<file path="config.mk">
export PLATFORM = sky130hd
export DESIGN_NAME = instr_fetch
export DESIGN_NICKNAME = d
export VERILOG_FILES = /design/src/rtl/instr_fetch_pkg.sv /design/src/rtl/fetch_skid_buf.sv /design/src/rtl/instr_fetch.sv
export SDC_FILE = /design/constraint.sdc
export NUM_CORES = 1
export LEC_CHECK = 0
export ABC_AREA = 1
export CAP_MARGIN = 10
export CELL_PAD_IN_SITES_DETAIL_PLACEMENT = 0
export CELL_PAD_IN_SITES_GLOBAL_PLACEMENT = 1
export CORE_MARGIN = 2
export CORE_UTILIZATION = 36
export CTS_CLUSTER_SIZE = 40
export DETAILED_ROUTE_END_ITERATION = 7
export HOLD_SLACK_MARGIN = 0.15
export MAX_ROUTING_LAYER = met4
export PLACE_DENSITY_LB_ADDON = 0.12
export SETUP_SLACK_MARGIN = 0.2
export SLEW_MARGIN = 0
export SYNTH_ARGS = -nofsm -noshare
export SYNTH_HDL_FRONTEND = slang
export SYNTH_HIERARCHICAL = 1
export SYNTH_SLANG_ARGS = --single-unit
</file>
<file path="constraint.sdc">
create_clock -name iCLK -period 4.1 [get_ports iCLK]
set_clock_uncertainty 0.05 [all_clocks]
set_input_delay 0.615 -clock iCLK [delete_from_list [all_inputs] [get_ports iCLK]]
set_output_delay 0.615 -clock iCLK [all_outputs]
set_load 0.02 [all_outputs]
</file>
<file path="src/rtl/instr_fetch_pkg.sv">
// Shared fetch-stage definitions: state encoding, text-segment base and word-address helpers.
package instr_fetch_pkg;

  localparam logic [31:0] TEXT_BASE        = 32'h0040_0000;
  localparam int          INSTR_WORD_BYTES = 4;

  typedef logic [1:0] fetch_state_t;

  localparam fetch_state_t S_IDLE = 2'd0;
  localparam fetch_state_t S_REQ  = 2'd1;
  localparam fetch_state_t S_FULL = 2'd2;
  localparam fetch_state_t S_DROP = 2'd3;

  function automatic logic [31:0] word_align(input logic [31:0] addr);
    return {addr[31:2], 2'b00};
  endfunction

  // Wraps modulo 2^32 by construction.
  function automatic logic [31:0] next_word(input logic [31:0] addr);
    return addr + 32'(INSTR_WORD_BYTES);
  endfunction

endpackage

</file>
<file path="src/rtl/fetch_skid_buf.sv">
// One-entry holding register for an instruction word and its address while the output slot is stalled.
module fetch_skid_buf #(
  parameter int DATA_W = 32
) (
  input  logic              clk,
  input  logic              rst,
  input  logic              load,
  input  logic              unload,
  input  logic              clear,
  input  logic [DATA_W-1:0] load_instr,
  input  logic [31:0]       load_pc,
  output logic [DATA_W-1:0] instr,
  output logic [31:0]       pc,
  output logic              valid
);

  always_ff @(posedge clk or posedge rst) begin
    if (rst) begin
      valid <= 1'b0;
    end else if (clear || unload) begin
      valid <= 1'b0;
    end else if (load) begin
      valid <= 1'b1;
    end
  end

  // Payload is only meaningful while valid is set, so it carries no reset.
  always_ff @(posedge clk) begin
    if (load && !clear) begin
      instr <= load_instr;
      pc    <= load_pc;
    end
  end

endmodule

</file>
<file path="src/rtl/instr_fetch.sv">
// Instruction fetch stage: PC, req/ack memory handshake, valid/stall output slot and redirect handling.
module instr_fetch
  import instr_fetch_pkg::*;
#(
  parameter logic [31:0] RESET_PC = TEXT_BASE
) (
  input  logic        iCLK,
  input  logic        iRST,
  input  logic        iStall,
  input  logic        iRedirect,
  input  logic [31:0] iRedirectPC,
  output logic        oMemReq,
  output logic [31:0] oMemAddr,
  input  logic        iMemAck,
  input  logic [31:0] iMemData,
  output logic [31:0] oInstrucao,
  output logic [31:0] oPC,
  output logic        oValid
);

  fetch_state_t state;
  logic [31:0]  pc;
  logic [31:0]  target;
  logic         consume;
  logic         slot_free;
  logic         skid_load;
  logic         skid_unload;
  logic         skid_valid;
  logic [31:0]  skid_instr;
  logic [31:0]  skid_pc;

  assign consume     = oValid && !iStall;
  assign slot_free   = !oValid || !iStall;
  assign target      = word_align(iRedirectPC);
  assign oMemReq     = (state == S_REQ) || (state == S_DROP);
  assign skid_load   = !iRedirect && (state == S_REQ) && iMemAck && !slot_free;
  assign skid_unload = !iRedirect && (state == S_FULL) && consume;

  fetch_skid_buf #(.DATA_W(32)) u_skid (
    .clk        (iCLK),
    .rst        (iRST),
    .load       (skid_load),
    .unload     (skid_unload),
    .clear      (iRedirect),
    .load_instr (iMemData),
    .load_pc    (oMemAddr),
    .instr      (skid_instr),
    .pc         (skid_pc),
    .valid      (skid_valid)
  );

  always_ff @(posedge iCLK or posedge iRST) begin
    if (iRST) begin
      state      <= S_IDLE;
      pc         <= RESET_PC;
      oMemAddr   <= 32'h0;
      oValid     <= 1'b0;
      oInstrucao <= 32'h0;
      oPC        <= 32'h0;
    end else begin
      if (consume) begin
        oValid <= 1'b0;
      end
      if (iRedirect) begin
        oValid <= 1'b0;
        // An outstanding request cannot be withdrawn; S_DROP swallows its ack.
        unique case (state)
          S_DROP: pc <= target;
          S_REQ: begin
            if (iMemAck) begin
              oMemAddr <= target;
              pc       <= next_word(target);
            end else begin
              state <= S_DROP;
              pc    <= target;
            end
          end
          default: begin
            state    <= S_REQ;
            oMemAddr <= target;
            pc       <= next_word(target);
          end
        endcase
      end else begin
        unique case (state)
          S_IDLE: begin
            state    <= S_REQ;
            oMemAddr <= pc;
            pc       <= next_word(pc);
          end
          S_REQ: begin
            if (iMemAck) begin
              if (slot_free) begin
                oInstrucao <= iMemData;
                oPC        <= oMemAddr;
                oValid     <= 1'b1;
                oMemAddr   <= pc;
                pc         <= next_word(pc);
              end else begin
                state <= S_FULL;
              end
            end
          end
          S_FULL: begin
            if (consume) begin
              oInstrucao <= skid_instr;
              oPC        <= skid_pc;
              oValid     <= skid_valid;
              state      <= S_REQ;
              oMemAddr   <= pc;
              pc         <= next_word(pc);
            end
          end
          S_DROP: begin
            if (iMemAck) begin
              state    <= S_REQ;
              oMemAddr <= pc;
              pc       <= next_word(pc);
            end
          end
          default: state <= S_IDLE;
        endcase
      end
    end
  end

endmodule

</file>
==> results of run 1 <==
==> power by group <==
group / leakage (uW) / internal [uW] / switching (uW)
Sequential: 0.00205 / 2680 / 577
Clock: 0.000273 / 811 / 794
Combinational: 0.00281 / 1660 / 2390
==> final timing paths <==
check | startpoint | end | slack, ns | cells past startpoint
min in group iCLK | oMemAddr[19] | u_skid/pc[19] | 0.45 | 0
min reg2reg | oMemAddr[19] | u_skid/pc[19] | 0.45 | 0
min | iRST | u_skid/valid | 0.36 | 2
max in group asynchronous | iRST | oInstrucao[4] | 2.58 | 3
max reg2reg | state[1] | pc[12] | 1.67 | 10
max | state[1] | oMemReq | 1.45 | 5
==> cell usage after synthesis (2+ instances only) <==
| cell | count | area share |
|---|---|---|
| nand3_2 | 7 | 0.0071 |
| buf_1 | 5 | 0.0019 |
| nand4_1 | 12 | 0.0076 |
| nor3_1 | 8 | 0.0040 |
| o21ai_0 | 30 | 0.015 |
| inv_1 | 72 | 0.027 |
| nor2_1 | 181 | 0.068 |
| nand2_2 | 9 | 0.0057 |
| nor3_2 | 3 | 0.0030 |
| nor2_4 | 11 | 0.012 |
| nand2_1 | 379 | 0.14 |
| o22ai_1 | 2 | 0.0013 |
| nand3_1 | 46 | 0.023 |
| a31oi_1 | 97 | 0.061 |
| o21a_1 | 3 | 0.0023 |
| buf_4 | 6 | 0.0045 |
| buf_2 | 24 | 0.012 |
| xor2_1 | 7 | 0.0062 |
| nand2_4 | 2 | 0.0023 |
| inv_2 | 9 | 0.0034 |
| buf_6 | 6 | 0.0068 |
| nor2_2 | 10 | 0.0063 |
| nand3b_1 | 3 | 0.0023 |
| xnor2_1 | 3 | 0.0026 |
| ha_1 | 5 | 0.0063 |
| dfrtp_1 | 128 | 0.32 |
| clkbuf_1 | 16 | 0.0060 |
| edfxtp_1 | 64 | 0.19 |
| a21oi_1 | 34 | 0.017 |
| o21ai_1 | 16 | 0.0081 |
==> stage by stage <==
stage,std cells,area [um2]
final,1709,12400
after global routing,1709,12400
after detailed placement,1677,11900
after floorplan,1215,9940
after global placement,1677,11900
after CTS,1709,12400
==> layout by cell type, fill, tap and decap left out, drive strengths merged, types with 2 or more instances in the layout <==
| cell | synthesis | final |
|---|---|---|
| a21boi | 2 | 2 |
| a21oi | 35 | 35 |
| a31oi | 97 | 97 |
| buf | 41 | 15 |
| clkbuf | 16 | 18 |
| clkdlybuf4s50 | 0 | 163 |
| clkinv | 0 | 5 |
| clkinvlp | 0 | 3 |
| dfrtp | 128 | 128 |
| edfxtp | 64 | 64 |
| ha | 5 | 5 |
| inv | 81 | 87 |
| nand2 | 390 | 390 |
| nand3 | 53 | 53 |
| nand3b | 3 | 3 |
| nand4 | 12 | 12 |
| nor2 | 203 | 203 |
| nor3 | 11 | 11 |
| o21a | 3 | 3 |
| o21ai | 47 | 47 |
| o22ai | 2 | 2 |
| or2 | 2 | 2 |
| xnor2 | 3 | 3 |
| xor2 | 7 | 7 |
==> state kept, by name (all words and copies together) (netlist names) <==
signal / flops
u_skid/valid: 1
u_skid/pc: 32
oInstrucao: 32
oMemAddr: 31
state: 2
pc: 30
oPC: 32
u_skid/instr: 32
oValid: 1
==> per-layer routing <==
layer,part of all wire,track usage,vias up
met3,0.040,0.0270,12
met5,0,-,-
met2,0.44,0.301,165
li1,-,-,4304
met4,0.0071,0.0383,0
met1,0.51,0.293,3975
==> cell families after synthesis <==
logic type | after synthesis | synth area share
DFF | 193 | 0.519
AOI/OAI and AO/OA | 193 | 0.114
adders and majority gates | 5 | 0.00630
buffers and inverters | 138 | 0.0620
and+or+nand+nor | 676 | 0.290
xor gates and xnor gates | 10 | 0.00882
==> final cells by class <==
class                      count  area, um2  area share
clock buffer                  18        429      0.0345
inverter                      81        308      0.0248
tap                          341        427      0.0343
sequential                   193       5150       0.414
clock inverter                14        143      0.0115
timing repair buffer         178       1790       0.144
multi-input combinational    884       4190       0.337
==> worst max-delay path, stage by stage, from the launching register on <==
cell             delay, ns
dfrtp_1               0.42
inv_1                 0.07
ha_1                  0.23
inv_2                 0.08
nand2_1               0.13
clkdlybuf4s50_1       0.62
==> results.yml, run 1 <==
global_route:
  grt_usage: 0.201
  grt_overflow: 0
  grt_max_degree: 66
  antenna_found_initial: 0
  grt_pass1_wl_um: 44200
  grt_pass1_vias: 7770
cts:
  clk_path_buf_depth: 2
  root_buffer: "clkbuf_16"
  worst_skew_pair.late_latency_ns: 0.42
  numCtsBuffers: 17
  ctsHtreeMaxLevel: 4
  post_cts_buffers: 0
  hold_buffers: 0
  path_clk_slew_ns: 0.08
  clock-sinks: 193
  cts_resized: 0
  cts_tree: "done"
floorplan:
  die_h_um: 170
  core_area_mm2: 0.0270
  start_util: 0.368
  die-area_mm2: 0.0289
  die_x_um: 170
  ios: 167
  std_cell_rows: 60
layout:
  nets: 1429
  n_antenna_cell: 0
  num-fill-cells: 2686
  drive_gt1_frac: 0.0775
  fin_util: 0.460
  syn2layout_area_growth_pct: 25.2
yosys:
  ys_types: 47
  ys_seq_area_frac: 0.519
  synth_area_mm2: 0.00993
  synth-main-ff-cell: "dfrtp_1"
  synth_warnings: 6
  synth_edf_count: 64
  async_flop_share: 0.668
  syn_inst: 1215
  syn_nets: 1289
  ys_seq_elements: 193
  avgSynthCellArea_um2: 8.17
setup_path:
  arrival_ns: 1.98
  worst-setup-path-type: "register to output pin"
  endpoint_kind: "output pin"
  critPathLaunchType: "register"
  crit_fanout: 5
  crit_required_ns: 3.43
drt:
  drcViolationCount: 0
  vias: 8456
  drtAntennaViolNets: 0
  wl_per_cell_um: 16.3
  drt-initial-drc-count: 554
  wl_um: 27800
  routed_via_density: 4.95
  first_pass_iters: 5
placement:
  place_ws_ns: 1.19
  post-dp-hpwl_um: 19900
  gp_congestion: 0.883
  port_buffers: 164
sta:
  fmax_ghz: 0.377
  fin_crit_ns: 2.65
  report.final.hold_viol_count: 0
  maxSlewHeadroom: 0.481
  fin_crit_sh: 0.646
  holdWs_ns: 0.356
  tns_ns: 0
  fin_ws_ns: 1.45
  slew_violations: 0
  rsz0062_at_grt: "no"
  finalSetupViolCount: 0
  worst_pin_slew_ns: 0.778
outcome:
  status: "complete, no violations"
pwr:
  pwr_density_cell_mw_per_mm2: 716
  power_leakage_uw: 0.00513
  finalPower_uw: 8910
  ir_worst_vdd_mv: 0.303
hold_path:
  holdCritPathClass: "input pin to asynchronous set/reset pin"
run:
  cap_violations: 0
Power figures use the tool's default switching activity.
==> run 2, diff against run 1 <==
clock period = 2.35 ns   (was 4.1 ns; I/O delays follow)
==> run 2 against run 1 <==
Against the previous run: total power increased by 79%; largest cell class unchanged; critical path depth unchanged; via count increased by 1.3%; sequential share of layout area decreased by 1.4 points; largest power group unchanged; sequential power increased by 74%; worst setup slack got worse by 1.1 ns.
==> results.yml, run 2 (same netlist as run 1, synthesis figures left out) <==
outcome:
  status: "complete, no violations"
floorplan:
  std_cell_rows: 60
  core_area_mm2: 0.0270
  die-area_mm2: 0.0289
  die_x_um: 170
  die_h_um: 170
  ios: 167
  start_util: 0.368
drt:
  drcViolationCount: 0
  wl_per_cell_um: 16.5
  drt-initial-drc-count: 523
  wl_um: 28900
  first_pass_iters: 5
  drtAntennaViolNets: 0
  routed_via_density: 4.90
  vias: 8569
pwr:
  pwr_density_cell_mw_per_mm2: 1240
  ir_worst_vdd_mv: 0.532
  power_leakage_uw: 0.00537
  finalPower_uw: 15900
layout:
  syn2layout_area_growth_pct: 29.6
  stdcell_area_mm2: 0.0129
  fin_util: 0.476
  nets: 1467
  n_antenna_cell: 0
  drive_gt1_frac: 0.104
  layout_commonest_cell: "nand2_1"
  final_cell_mix: "379 x nand2_1, 180 x nor2_1, 162 x clkdlybuf4s50_1"
cts:
  ctsHtreeMaxLevel: 4
  path_clk_slew_ns: 0.08
  cts_tree: "done"
  root_buffer: "clkbuf_16"
  clock-sinks: 193
  clk_path_buf_depth: 2
  numCtsBuffers: 17
  worst_skew_pair.late_latency_ns: 0.43
setup_path:
  crit_required_ns: 1.95
  arrival_ns: 1.61
  cp_slowest_cell: "dfrtp_1"
  path_cells: "inv_2 > ha_4 > inv_2 > nand2_1 > dlygate4sd2_1"
  critPathLaunchType: "register"
  endpoint_kind: "output pin"
  crit_fanout: 5
  crit_top_cell: "inv_2"
  worst-setup-path-type: "register to output pin"
  cpPeakStageDelay_ns: 0.43
global_route:
  antenna_found_initial: 0
  grt_pass1_wl_um: 44800
  grt_overflow: 0
  grt_max_degree: 66
  grt_usage: 0.206
  grt_pass1_vias: 7847
sta:
  fin_crit_sh: 0.855
  fin_crit_ns: 2.01
  rsz0062_at_grt: "no"
  finalSetupViolCount: 0
  report.final.hold_viol_count: 0
  slew_violations: 0
  worst_pin_slew_ns: 0.773
  fmax_ghz: 0.498
  maxSlewHeadroom: 0.485
run:
  cap_violations: 0
placement:
  gp_congestion: 0.883
  post-dp-hpwl_um: 20600
  port_buffers: 164
  placed_area_mm2: 0.0122
hold_path:
  holdCritPathClass: "input pin to register"
==> run 2: cell types whose count changed in the layout (fill, tap and decap cells not counted), moves of 2 or more <==
| cell | previous run | this run |
|---|---|---|
| clkbuf_16 | 17 | 19 |
| clkinv_8 | 2 | 4 |
| buf_12 | 4 | 9 |
| buf_4 | 10 | 37 |
| clkinvlp_4 | 3 | 1 |
| buf_6 | 0 | 2 |
==> run 2: layout make-up <==
type | instances | area (um2)
clock inverters | 15 | 163
well taps | 341 | 427
repair buffers | 216 | 2200
inverters | 81 | 308
clock buffers | 17 | 425
multi-input cells | 884 | 4200
fillers | 2665 | 14100
flip-flops and latches | 193 | 5150
==> run 2: stage by stage <==
step           std cells  setup TNS (ns)  hold WS (ns)  setup WS (ns)
2_1_floorplan       1215           -8.50        0.0312         -0.133
3_3_place_gp        1709               0         0.435         0.0327
3_5_place_dp        1709               0         0.440         0.0130
4_1_cts             1742               0         0.232          0.296
5_1_grt             1747               0         0.278          0.200
6_report            1747               0         0.253          0.341
==> run 2: where the power goes <==
part	switching (uW)	total [uW]	leakage (uW)	internal [uW]
Combinational	4270	7400	0.00303	3130
Clock	1440	2870	0.000288	1430
Sequential	999	5680	0.00205	4680
Total	6710	15900	0.00537	9240
==> run 2: worst max-delay path, delay by kind of cell (launching register included) <==
kind          cells  cell delay [ns]
fa+ha+maj         1             0.15
buf+inv           3             0.49
flops             1             0.43
simple gates      1             0.11
==> run 2: worst paths after layout <==
check / start / to / slack [ns] / depth (start not counted)
max: state[1] / oMemReq / 0.34 / 5
max in group asynchronous: iRST / oPC[17] / 0.77 / 4
max reg2reg: state[1] / u_skid/pc[25] / 0.35 / 10
min in group asynchronous: iRST / u_skid/valid / 0.65 / 3
min: iRedirect / oValid / 0.25 / 4
min reg2reg: oMemAddr[10] / u_skid/pc[10] / 0.45 / 0
==> run 2: timing repair <==
action	4_1_cts	5_1_grt
endpoints found under the hold margin	1	0
gates cloned	0	3
gates resized for setup	1	2
setup buffers	0	2
hold buffers	1	0
pin swaps	0	1
setup endpoints to repair	1	47
==> run 2: per-layer routing <==
metal  vias up  track usage  share of wire
met2       199        0.303           0.44
met1      3970        0.304           0.51
met4         0       0.0487          0.011
met5         -            -              0
met3        18       0.0226          0.042
li1       4382            -              -
==> run 3, diff against run 2 <==
SETUP_SLACK_MARGIN = 0.1   (was 0.2)
==> run 3 against run 2 <==
Against the previous run: critical path depth is 4 higher; worst setup slack worse by 0.035 ns; core utilization is 0.32 points lower; combinational power is 1% lower; die area stayed put; sequential share of layout area is 0.27 points higher; via count is 0.74% lower; total power is 0.62% lower; largest power group unchanged.
==> results.yml, run 3 (same netlist as run 1, synthesis figures left out) <==
global_route:
  antenna_found_initial: 0
  grt_usage: 0.206
  grt_max_degree: 66
  grt_pass1_wl_um: 44800
  grt_pass1_vias: 7847
  grt_overflow: 0
floorplan:
  start_util: 0.368
  std_cell_rows: 60
  ios: 167
  core_area_mm2: 0.0270
  die_h_um: 170
  die_x_um: 170
  die-area_mm2: 0.0289
setup_path:
  crit_required_ns: 2.40
  crit_path_start: "state[1]"
  endpoint_kind: "register"
  critPathCapture: "u_skid/pc[29]"
  critPathLaunchType: "register"
  arrival_ns: 2.10
  rrSetupSlack_ns: 0.31
  crit_fanout: 47
  regToRegEndpoint: "u_skid/pc[29]"
  reg2reg_depth: 9
  timing.rr.start: "state[1]"
  worst-setup-path-type: "register to register"
layout:
  stdcell_area_mm2: 0.0128
  syn2layout_area_growth_pct: 28.8
  drive_gt1_frac: 0.101
  n_antenna_cell: 0
  nets: 1462
  final_cell_mix: "379 x nand2_1, 180 x nor2_1, 162 x clkdlybuf4s50_1"
  layout_commonest_cell: "nand2_1"
cts:
  path_clk_slew_ns: 0.08
  cts_tree: "done"
  clk_path_buf_depth: 2
  root_buffer: "clkbuf_16"
  numCtsBuffers: 17
  ctsHtreeMaxLevel: 4
  clock-sinks: 193
  worst_skew_pair.late_latency_ns: 0.43
  post_cts_buffers: 0
sta:
  fin_crit_ns: 2.04
  report.final.hold_viol_count: 0
  finalSetupViolCount: 0
  fmax_ghz: 0.489
  fin_crit_sh: 0.870
  tns_ns: 0
  slew_violations: 0
  rsz0062_at_grt: "no"
  holdWs_ns: 0.240
  maxSlewHeadroom: 0.499
  worst_pin_slew_ns: 0.752
placement:
  port_buffers: 164
  placed_area_mm2: 0.0122
  gp_congestion: 0.883
  post-dp-hpwl_um: 20600
drt:
  drtAntennaViolNets: 0
  vias: 8506
  wl_per_cell_um: 16.2
  met3_wirelength_um: 1250
  highest_layer: "met4"
  met1Wirelength_um: 14200
  drt-initial-drc-count: 516
  routed_via_density: 4.88
  drcViolationCount: 0
  wl_um: 28300
  dr_wl_met2_um: 12500
  first_pass_iters: 5
hold_path:
  holdCritPathClass: "input pin to register"
pwr:
  ir_worst_vdd_mv: 0.532
  finalPower_uw: 15800
  pwr_density_cell_mw_per_mm2: 1240
  power_leakage_uw: 0.00532
outcome:
  status: "complete, no violations"
run:
  cap_violations: 0
run 3: layout make-up:
cell class / instances / area, um2
Fill cell: 2672 / 14200
Sequential cell: 193 / 5150
Multi-Input combinational cell: 884 / 4200
Timing Repair Buffer: 211 / 2120
Tap cell: 341 / 427
Clock buffer: 17 / 425
Inverter: 81 / 308
Clock inverter: 15 / 163
run 3: metal layers:
layer | global-route usage | up-vias
met1 | 0.304 | 3921
met5 | - | -
met4 | 0.0487 | 0
met3 | 0.0226 | 18
li1 | - | 4367
met2 | 0.303 | 200
run 3: how the worst min path moves through the flow:
stage,slack (ns),to,startpoint,cells past startpoint
3_3_place_gp,0.44,u_skid/pc[10],oMemAddr[10],0
5_1_grt,0.28,oValid,iRedirect,4
6_report,0.24,oValid,iRedirect,4
4_1_cts,0.23,oValid,iRedirect,4
2_1_floorplan,0.03,u_skid/valid,iRST,1
3_5_place_dp,0.44,u_skid/pc[10],oMemAddr[10],0
run 3: repair_timing:
action / CTS / global route
hold buffers: 1 / 0
gates resized for setup: 1 / 0
hold endpoints to repair: 1 / 0
endpoints found under the setup margin: 1 / 0
run 3: worst max-delay path: stages (launching register included):
cell,delay [ns]
dfrtp_1,0.43
inv_2,0.08
ha_4,0.15
inv_2,0.06
nor2_2,0.09
nand2_1,0.10
nor2_1,0.19
inv_1,0.10
nor2_4,0.15
buf_12,0.27
run 3: report_power, final:
part | total, uW | switching (uW) | internal, uW
registers | 5680 | 995 | 4680
clock network | 2860 | 1440 | 1430
logic | 7310 | 4230 | 3080
run 3: through the flow:
step	instances	setup WS, ns	utilization
floorplan	1215	-0.133	-
global route	1742	0.171	0.473
finish	1742	0.305	0.473
global placement	1709	0.0327	0.451
detailed placement	1709	0.0130	0.451
CTS	1742	0.296	0.473
